[config.mk]
export PLATFORM = sky130hd
export DESIGN_NAME = trellis_bank_sched
export DESIGN_NICKNAME = d
export VERILOG_FILES = /design/src/rtl/trellis_sched_pkg.sv /design/src/rtl/trellis_bank_dly.sv /design/src/rtl/trellis_bank_sched.sv
export SDC_FILE = /design/constraint.sdc
export NUM_CORES = 1
export LEC_CHECK = 0
export CAP_MARGIN = 20
export CORE_UTILIZATION = 32
export CTS_CLUSTER_DIAMETER = 200
export CTS_CLUSTER_SIZE = 30
export DETAILED_ROUTE_END_ITERATION = 6
export HOLD_SLACK_MARGIN = 0.12
export SLEW_MARGIN = 20
export SYNTH_ARGS = -nofsm -noshare
export SYNTH_HDL_FRONTEND = slang
export SYNTH_SLANG_ARGS = --single-unit
[constraint.sdc]
create_clock -name clk -period 3.79 [get_ports clk]
set_input_delay 0.758 -clock clk [delete_from_list [all_inputs] [get_ports clk]]
set_output_delay 0.758 -clock clk [all_outputs]
set_load 0.01 [all_outputs]
[src/rtl/trellis_sched_pkg.sv]
// Shared types and constants for the Viterbi survivor-memory bank scheduler.
// Holds bank/state enums, display counter reset constants and the TBU routing table.
package trellis_sched_pkg;

   typedef enum logic [1:0] {
      BANK_A = 2'd0,
      BANK_B = 2'd1,
      BANK_C = 2'd2,
      BANK_D = 2'd3
   } bank_t;

   typedef enum logic [1:0] {
      IDLE = 2'd0,
      FILL = 2'd1,
      RUN  = 2'd2
   } state_t;

   localparam int DISP_WR_INIT     = 2;
   localparam int DISP_RD_INIT_OFS = 3;

   // Each field packs TBU1 in the upper half and TBU0 in the lower half.
   typedef struct packed {
      logic [3:0] src0;
      logic [3:0] src1;
      logic [1:0] sel;
   } tbu_route_t;

   function automatic tbu_route_t tbu_route(input bank_t b2);
      tbu_route_t r;
      r = '0;
      case (b2)
         BANK_A: begin
            r.src0 = {BANK_C, BANK_D};
            r.src1 = {BANK_B, BANK_C};
            r.sel  = 2'b10;
         end
         BANK_B: begin
            r.src0 = {BANK_A, BANK_D};
            r.src1 = {BANK_D, BANK_C};
            r.sel  = 2'b01;
         end
         BANK_C: begin
            r.src0 = {BANK_A, BANK_B};
            r.src1 = {BANK_D, BANK_A};
            r.sel  = 2'b10;
         end
         default: begin
            r.src0 = {BANK_C, BANK_B};
            r.src1 = {BANK_B, BANK_A};
            r.sel  = 2'b01;
         end
      endcase
      return r;
   endfunction

endpackage

[src/rtl/trellis_bank_dly.sv]
// Shift register of bank indices; taps_o[0] is one cycle behind d_i, taps_o[DEPTH-1] is DEPTH cycles behind.
// Only cleared by the asynchronous reset, never by the run enable.
module trellis_bank_dly
   import trellis_sched_pkg::*;
#(
   parameter int DEPTH = 5
) (
   input  logic  clk_i,
   input  logic  rst_i,
   input  bank_t d_i,
   output bank_t taps_o [DEPTH]
);

   bank_t taps_q [DEPTH];

   always_ff @(posedge clk_i or posedge rst_i) begin
      if (rst_i) begin
         for (int i = 0; i < DEPTH; i++) begin
            taps_q[i] <= BANK_A;
         end
      end else begin
         taps_q[0] <= d_i;
         for (int i = 1; i < DEPTH; i++) begin
            taps_q[i] <= taps_q[i-1];
         end
      end
   end

   assign taps_o = taps_q;

endmodule

[src/rtl/trellis_bank_sched.sv]
// Survivor-memory sequencer: rotates banks A..D through write/traceback roles, drives both TBUs
// and the ping-pong display memories. Optional frame statistics: define TRELLIS_SCHED_STATS_EN.
module trellis_bank_sched
   import trellis_sched_pkg::*;
#(
   parameter int ADDR_W      = 10,
   parameter int DISP_ADDR_W = 10
) (
   input  logic                     clk,
   input  logic                     rst,
   input  logic                     enable,
   output logic [1:0]               wr_bank,
   output logic [3:0]               bank_wr_en,
   output logic [4*ADDR_W-1:0]      bank_addr,
   output logic                     frame_start,
   output logic [1:0]               tbu_en,
   output logic [1:0]               tbu_sel,
   output logic [3:0]               tbu_src0,
   output logic [3:0]               tbu_src1,
   output logic [2*DISP_ADDR_W-1:0] disp_addr,
   output logic                     out_sel,
   output logic [1:0]               state,
   output logic [15:0]              frame_cnt
);

   localparam logic [DISP_ADDR_W-1:0] DISP_WR_RST = DISP_ADDR_W'(DISP_WR_INIT);
   localparam logic [DISP_ADDR_W-1:0] DISP_RD_RST = DISP_ADDR_W'(0) - DISP_ADDR_W'(DISP_RD_INIT_OFS);

   logic [ADDR_W-1:0]        wr_cnt_q, wr_cnt_d;
   logic [ADDR_W-1:0]        rd_cnt_q, rd_cnt_d;
   bank_t                    wr_bank_q, wr_bank_d;
   logic                     frame_start_q, frame_start_d;
   logic [3:0]               bank_wr_en_q, bank_wr_en_d;
   logic [4*ADDR_W-1:0]      bank_addr_q, bank_addr_d;
   logic [1:0]               tbu_en_q, tbu_en_d;
   tbu_route_t               tbu_q, tbu_d;
   logic [DISP_ADDR_W-1:0]   disp_wr_q, disp_wr_d;
   logic [DISP_ADDR_W-1:0]   disp_rd_q, disp_rd_d;
   logic [2*DISP_ADDR_W-1:0] disp_addr_q, disp_addr_d;
   logic                     out_sel_q, out_sel_d;
   state_t                   state_q;

   bank_t dly_taps [5];
   logic  rotate;
   logic  unused_taps;

   trellis_bank_dly #(
      .DEPTH (5)
   ) u_dly (
      .clk_i  (clk),
      .rst_i  (rst),
      .d_i    (wr_bank_q),
      .taps_o (dly_taps)
   );

   assign rotate      = (wr_cnt_q == '1);
   assign unused_taps = ^{dly_taps[2][1], dly_taps[3][1], dly_taps[4]};

   // Every default below is the flush value, so !enable needs no separate branch.
   always_comb begin
      logic [1:0] rel;
      rel           = '0;
      wr_cnt_d      = '0;
      rd_cnt_d      = '1;
      wr_bank_d     = BANK_A;
      frame_start_d = 1'b0;
      bank_wr_en_d  = 4'b0001;
      bank_addr_d   = '0;
      tbu_en_d      = '0;
      tbu_d         = '0;
      disp_wr_d     = DISP_WR_RST;
      disp_rd_d     = DISP_RD_RST;
      disp_addr_d   = '0;
      out_sel_d     = 1'b0;
      if (enable) begin
         wr_cnt_d      = wr_cnt_q + ADDR_W'(1);
         rd_cnt_d      = rd_cnt_q - ADDR_W'(1);
         wr_bank_d     = rotate ? bank_t'(wr_bank_q + 2'd1) : wr_bank_q;
         frame_start_d = rotate;
         bank_wr_en_d  = 4'b0001 << wr_bank_q;
         for (int i = 0; i < 4; i++) begin
            rel = 2'(i) - wr_bank_q;
            case (rel)
               2'd0:    bank_addr_d[i*ADDR_W +: ADDR_W] = wr_cnt_q;
               2'd2:    bank_addr_d[i*ADDR_W +: ADDR_W] = '0;
               default: bank_addr_d[i*ADDR_W +: ADDR_W] = rd_cnt_q;
            endcase
         end
         tbu_d     = tbu_route(dly_taps[1]);
         tbu_en_d  = tbu_en_q | {dly_taps[1] == BANK_D, dly_taps[1] == BANK_C};
         disp_wr_d = disp_wr_q - DISP_ADDR_W'(1);
         disp_rd_d = disp_rd_q + DISP_ADDR_W'(1);
         disp_addr_d = dly_taps[2][0] ? {disp_rd_q, disp_wr_q} : {disp_wr_q, disp_rd_q};
         // Registering b4 makes out_sel coincide with b5 while running yet still clear on flush.
         out_sel_d = dly_taps[3][0];
      end
   end

   always_ff @(posedge clk or posedge rst) begin
      if (rst) begin
         wr_cnt_q      <= '0;
         rd_cnt_q      <= '1;
         wr_bank_q     <= BANK_A;
         frame_start_q <= 1'b0;
         bank_wr_en_q  <= 4'b0001;
         bank_addr_q   <= '0;
         tbu_en_q      <= '0;
         tbu_q         <= '0;
         disp_wr_q     <= DISP_WR_RST;
         disp_rd_q     <= DISP_RD_RST;
         disp_addr_q   <= '0;
         out_sel_q     <= 1'b0;
      end else begin
         wr_cnt_q      <= wr_cnt_d;
         rd_cnt_q      <= rd_cnt_d;
         wr_bank_q     <= wr_bank_d;
         frame_start_q <= frame_start_d;
         bank_wr_en_q  <= bank_wr_en_d;
         bank_addr_q   <= bank_addr_d;
         tbu_en_q      <= tbu_en_d;
         tbu_q         <= tbu_d;
         disp_wr_q     <= disp_wr_d;
         disp_rd_q     <= disp_rd_d;
         disp_addr_q   <= disp_addr_d;
         out_sel_q     <= out_sel_d;
      end
   end

   // FILL leaves as soon as TBU0 is (or becomes) enabled.
   always_ff @(posedge clk or posedge rst) begin
      if (rst) begin
         state_q <= IDLE;
      end else if (!enable) begin
         state_q <= IDLE;
      end else begin
         case (state_q)
            IDLE:    state_q <= FILL;
            FILL:    state_q <= tbu_en_d[0] ? RUN : FILL;
            RUN:     state_q <= RUN;
            default: state_q <= IDLE;
         endcase
      end
   end

`ifdef TRELLIS_SCHED_STATS_EN
   logic [15:0] frame_cnt_q;

   always_ff @(posedge clk or posedge rst) begin
      if (rst) begin
         frame_cnt_q <= '0;
      end else if (!enable) begin
         frame_cnt_q <= '0;
      end else if (rotate && (state_q == RUN) && (frame_cnt_q != 16'hFFFF)) begin
         frame_cnt_q <= frame_cnt_q + 16'd1;
      end
   end

   assign frame_cnt = frame_cnt_q;
`else
   assign frame_cnt = '0;
`endif

   assign wr_bank     = wr_bank_q;
   assign frame_start = frame_start_q;
   assign bank_wr_en  = bank_wr_en_q;
   assign bank_addr   = bank_addr_q;
   assign tbu_en      = tbu_en_q;
   assign tbu_sel     = tbu_q.sel;
   assign tbu_src0    = tbu_q.src0;
   assign tbu_src1    = tbu_q.src1;
   assign disp_addr   = disp_addr_q;
   assign out_sel     = out_sel_q;
   assign state       = state_q;

   a_wr_en_onehot: assert property (@(posedge clk) disable iff (rst) $onehot(bank_wr_en_q));
   a_state_legal:  assert property (@(posedge clk) disable iff (rst) state_q != 2'd3);

endmodule

==> flow_summary.toml <==
[cells_and_area]
final_nets = 592
final.fill_count = 1504
register_area_um2 = 3130
area_growth_pct = 28.4
antenna_cells = 0
drive_gt1_share_pct = 12.3
fin_cells = 807
multiInputGateArea_um2 = 1980

[logic_synthesis]
synthCells = 505
synth_xor_area_share_pct = 1.46
synthAdderAreaFrac_pct = 3.48
synthDistinctLibCells = 39
async_reset_ff_share_pct = 100
synth-simple-area-share_pct = 18.4
syn-cell-area_um2 = 5390
synth_most_common_cell = "dfrtp_1"
synth-edff-count = 0
synthMuxAreaShare_pct = 4.88
synth_compound_area_share_pct = 7.36
synth_top_area_cell = "dfrtp_1"
synth_top_family_by_area = "simple AND/OR/NAND/NOR gates"
ys_seq_area_share_pct = 58.1
syn_area_per_cell_um2 = 10.7
synth_top_area_share_pct = 47.8
synthFlopType = "dfrtp_1"
ys_warn_count = 0
ys_ff_latch = 124
ys_top_cells_by_area = "dfrtp_1 48%, dfstp_2 10%, mux2i_1 4.5%, a21oi_1 4.3%, nor2_1 4.1%"
synthTopCellsByCount = "103 x dfrtp_1, 59 x nor2_1, 46 x a21oi_1"

[critical_path]
end_kind = "output pin"
critPathTopFamily = "buffers and inverters"
cp_max_fo = 7
worst-path-buf-inv = 1
required_ps = 3030
worst_setup_path_start_kind = "register"
cp_data_arrival_time_ps = 1500
crit_slowest_cell = "clkdlybuf4s50_1"
cpPeakStageDelay_ps = 620
worstSetupPathType = "register to output pin"
cp_cell_sequence = "clkdlybuf4s50_1"

[global_route]
grt_pass1_wl_mm = 19.4
grt_pass1_vias = 3752
grt_usage_pct = 14.4
gr-total-overflow = 0
grt_max_degree = 58
antenna_found_initial = 0

[sta]
fin_setup_tns_ps = 0
hold_viol = 0
final.setup_skew_ps = 7.93
worst_pin_slew_ps = 1030
fin_crit_ps = 2260
grt_setup_unrepaired = "false"
fmax_ghz = 0.443
min_period_over_period_pct = 59.6
finalSetupViolations = 0
drv_slew = 0
slew-limit-headroom_pct = 31.1

[detailed_routing]
drt_pass1_iterations = 5
drt_drc_violations_left = 0
first_iter_violations = 241
wl_per_cell_um = 14.6
drt-total-wl_mm = 11.8
viasPerCell = 4.78
num_vias = 3856
ant_nets = 0

[floorplanning]
io_pins = 101
fp.dieW_um = 132
core_area_um2 = 16500
die_y_um = 132
initial_core_util_pct = 32.6
rows = 47
die_area_um2 = 17400

[power]
switchingPower_uw = 787
p_clk_share_pct = 47.9
combPwrFrac_pct = 8.6
p_leak_uw = 0.00291
seqPwrFrac_pct = 43.5
p_int_uw = 2600
switching_share_pct = 23.2
vdd_drop_max_v = 0.000280
powerDensity_nw_per_um2 = 490

[placement]
gp_congestion = 0.798
io_buffer_count = 82
dp_cells = 775
hpwl_mm = 8.01

[status]
status = "finished clean"

[clock_tree]
clk_latency_ps = 410
cts_resized = 0
postCtsSetupBuffers = 0
clock_path_buffers = 2
htree_levels = 4
cts-root-buf = "clkbuf_16"
cts_tree = "yes"
cts_hold_buf = 0
cts.sinks = 124
numCtsBuffers = 17
clkTransAtPathRegs_ps = 50

[run]
max_cap_viol_count = 0

[worst_hold_path]
hold_class = "register to register"
## per-layer routing
metal  vias to the layer above  wire (um)  share of wire, %  track usage [%]
met1                      1908       5190                44             18.7
met3                        16        741               6.3             3.31
li1                       1811          -                 -                -
met4                         0        280               2.4             7.62
met5                         -          0                 0                0
met2                       121       5590                47             22.3
## power by group through the flow
stage                     Sequential, uW  Clock, uW  Combinational (uW)
after floorplan                     1480          0                 183
after global placement              1490          0                 289
after detailed placement            1490          0                 297
after CTS                           1470       1660                 298
after global routing                1480       1710                 325
final                               1470       1620                 292
## per-stage QoR
stage	cell area (um^2)	hold WS (ps)	util [%]	worst slack, ps	power, uW
2_1_floorplan	5460	331	-	1520	1670
4_1_cts	6920	348	41.9	1530	3430
3_5_place_dp	6320	336	38.2	1510	1790
3_3_place_gp	6320	335	38.2	1520	1780
6_report	6920	342	41.9	1530	3390
5_1_grt	6920	355	41.9	1470	3520
## cell families (layout without fill, tap and decap cells)
family          Yosys count  in the layout
flops                   124            124
xor+xnor                  9              9
simple gates            189            189
buf+inv                  69            134
other cells               1             18
fa+ha+maj                15             15
mux                      26             26
compound gates           72             72
## area by class of cell
cell class              count  area share [%]
clock buffers              20            6.60
multi-input cells         329            28.7
flip-flops and latches    124            45.2
repair buffers             87            12.6
well taps                 220            3.98
inverters                  15           0.868
clock inverters            12            2.10
## worst paths after layout
| kind | from | to | slack (ps) | cells after the start |
|---|---|---|---|---|
| setup reg to reg | wr_bank[0] | bank_addr[28] | 1980 | 5 |
| max in group asynchronous | rst | bank_addr[8] | 2120 | 3 |
| min in group asynchronous | rst | bank_addr[16] | 810 | 2 |
| hold reg to reg | u_dly.taps_o[9] | u_dly.taps_o[7] | 340 | 0 |
| setup / recovery | wr_bank[1] | wr_bank[1] | 1530 | 1 |
| hold / removal | u_dly.taps_o[9] | u_dly.taps_o[7] | 340 | 0 |
## registers in the layout (all words and copies together), names as in the netlist, 4 cells and up
| name | cells |
|---|---|
| bank_addr | 40 |
| disp_addr | 20 |
| disp_rd_q | 10 |
| disp_wr_q | 10 |
| rd_cnt_q | 10 |
| wr_cnt_q | 10 |
| u_dly.taps_o | 6 |
| bank_wr_en | 4 |
## placed cells by master (no fill, tap or decap), types with 8 or more instances in the layout
cell,synthesis,routed
a21oi_1,46,46
conb_1,1,18
mux2i_1,24,24
nor2_1,59,59
inv_1,15,13
dfstp_2,21,21
ha_1,15,15
o21ai_0,11,11
clkbuf_16,0,17
dfrtp_1,103,103
nand3_1,16,16
nor3b_1,19,19
o31ai_1,8,8
or3_1,14,14
clkdlybuf4s50_1,0,82
nand2_1,40,40
(Power assumes the default switching activity.)
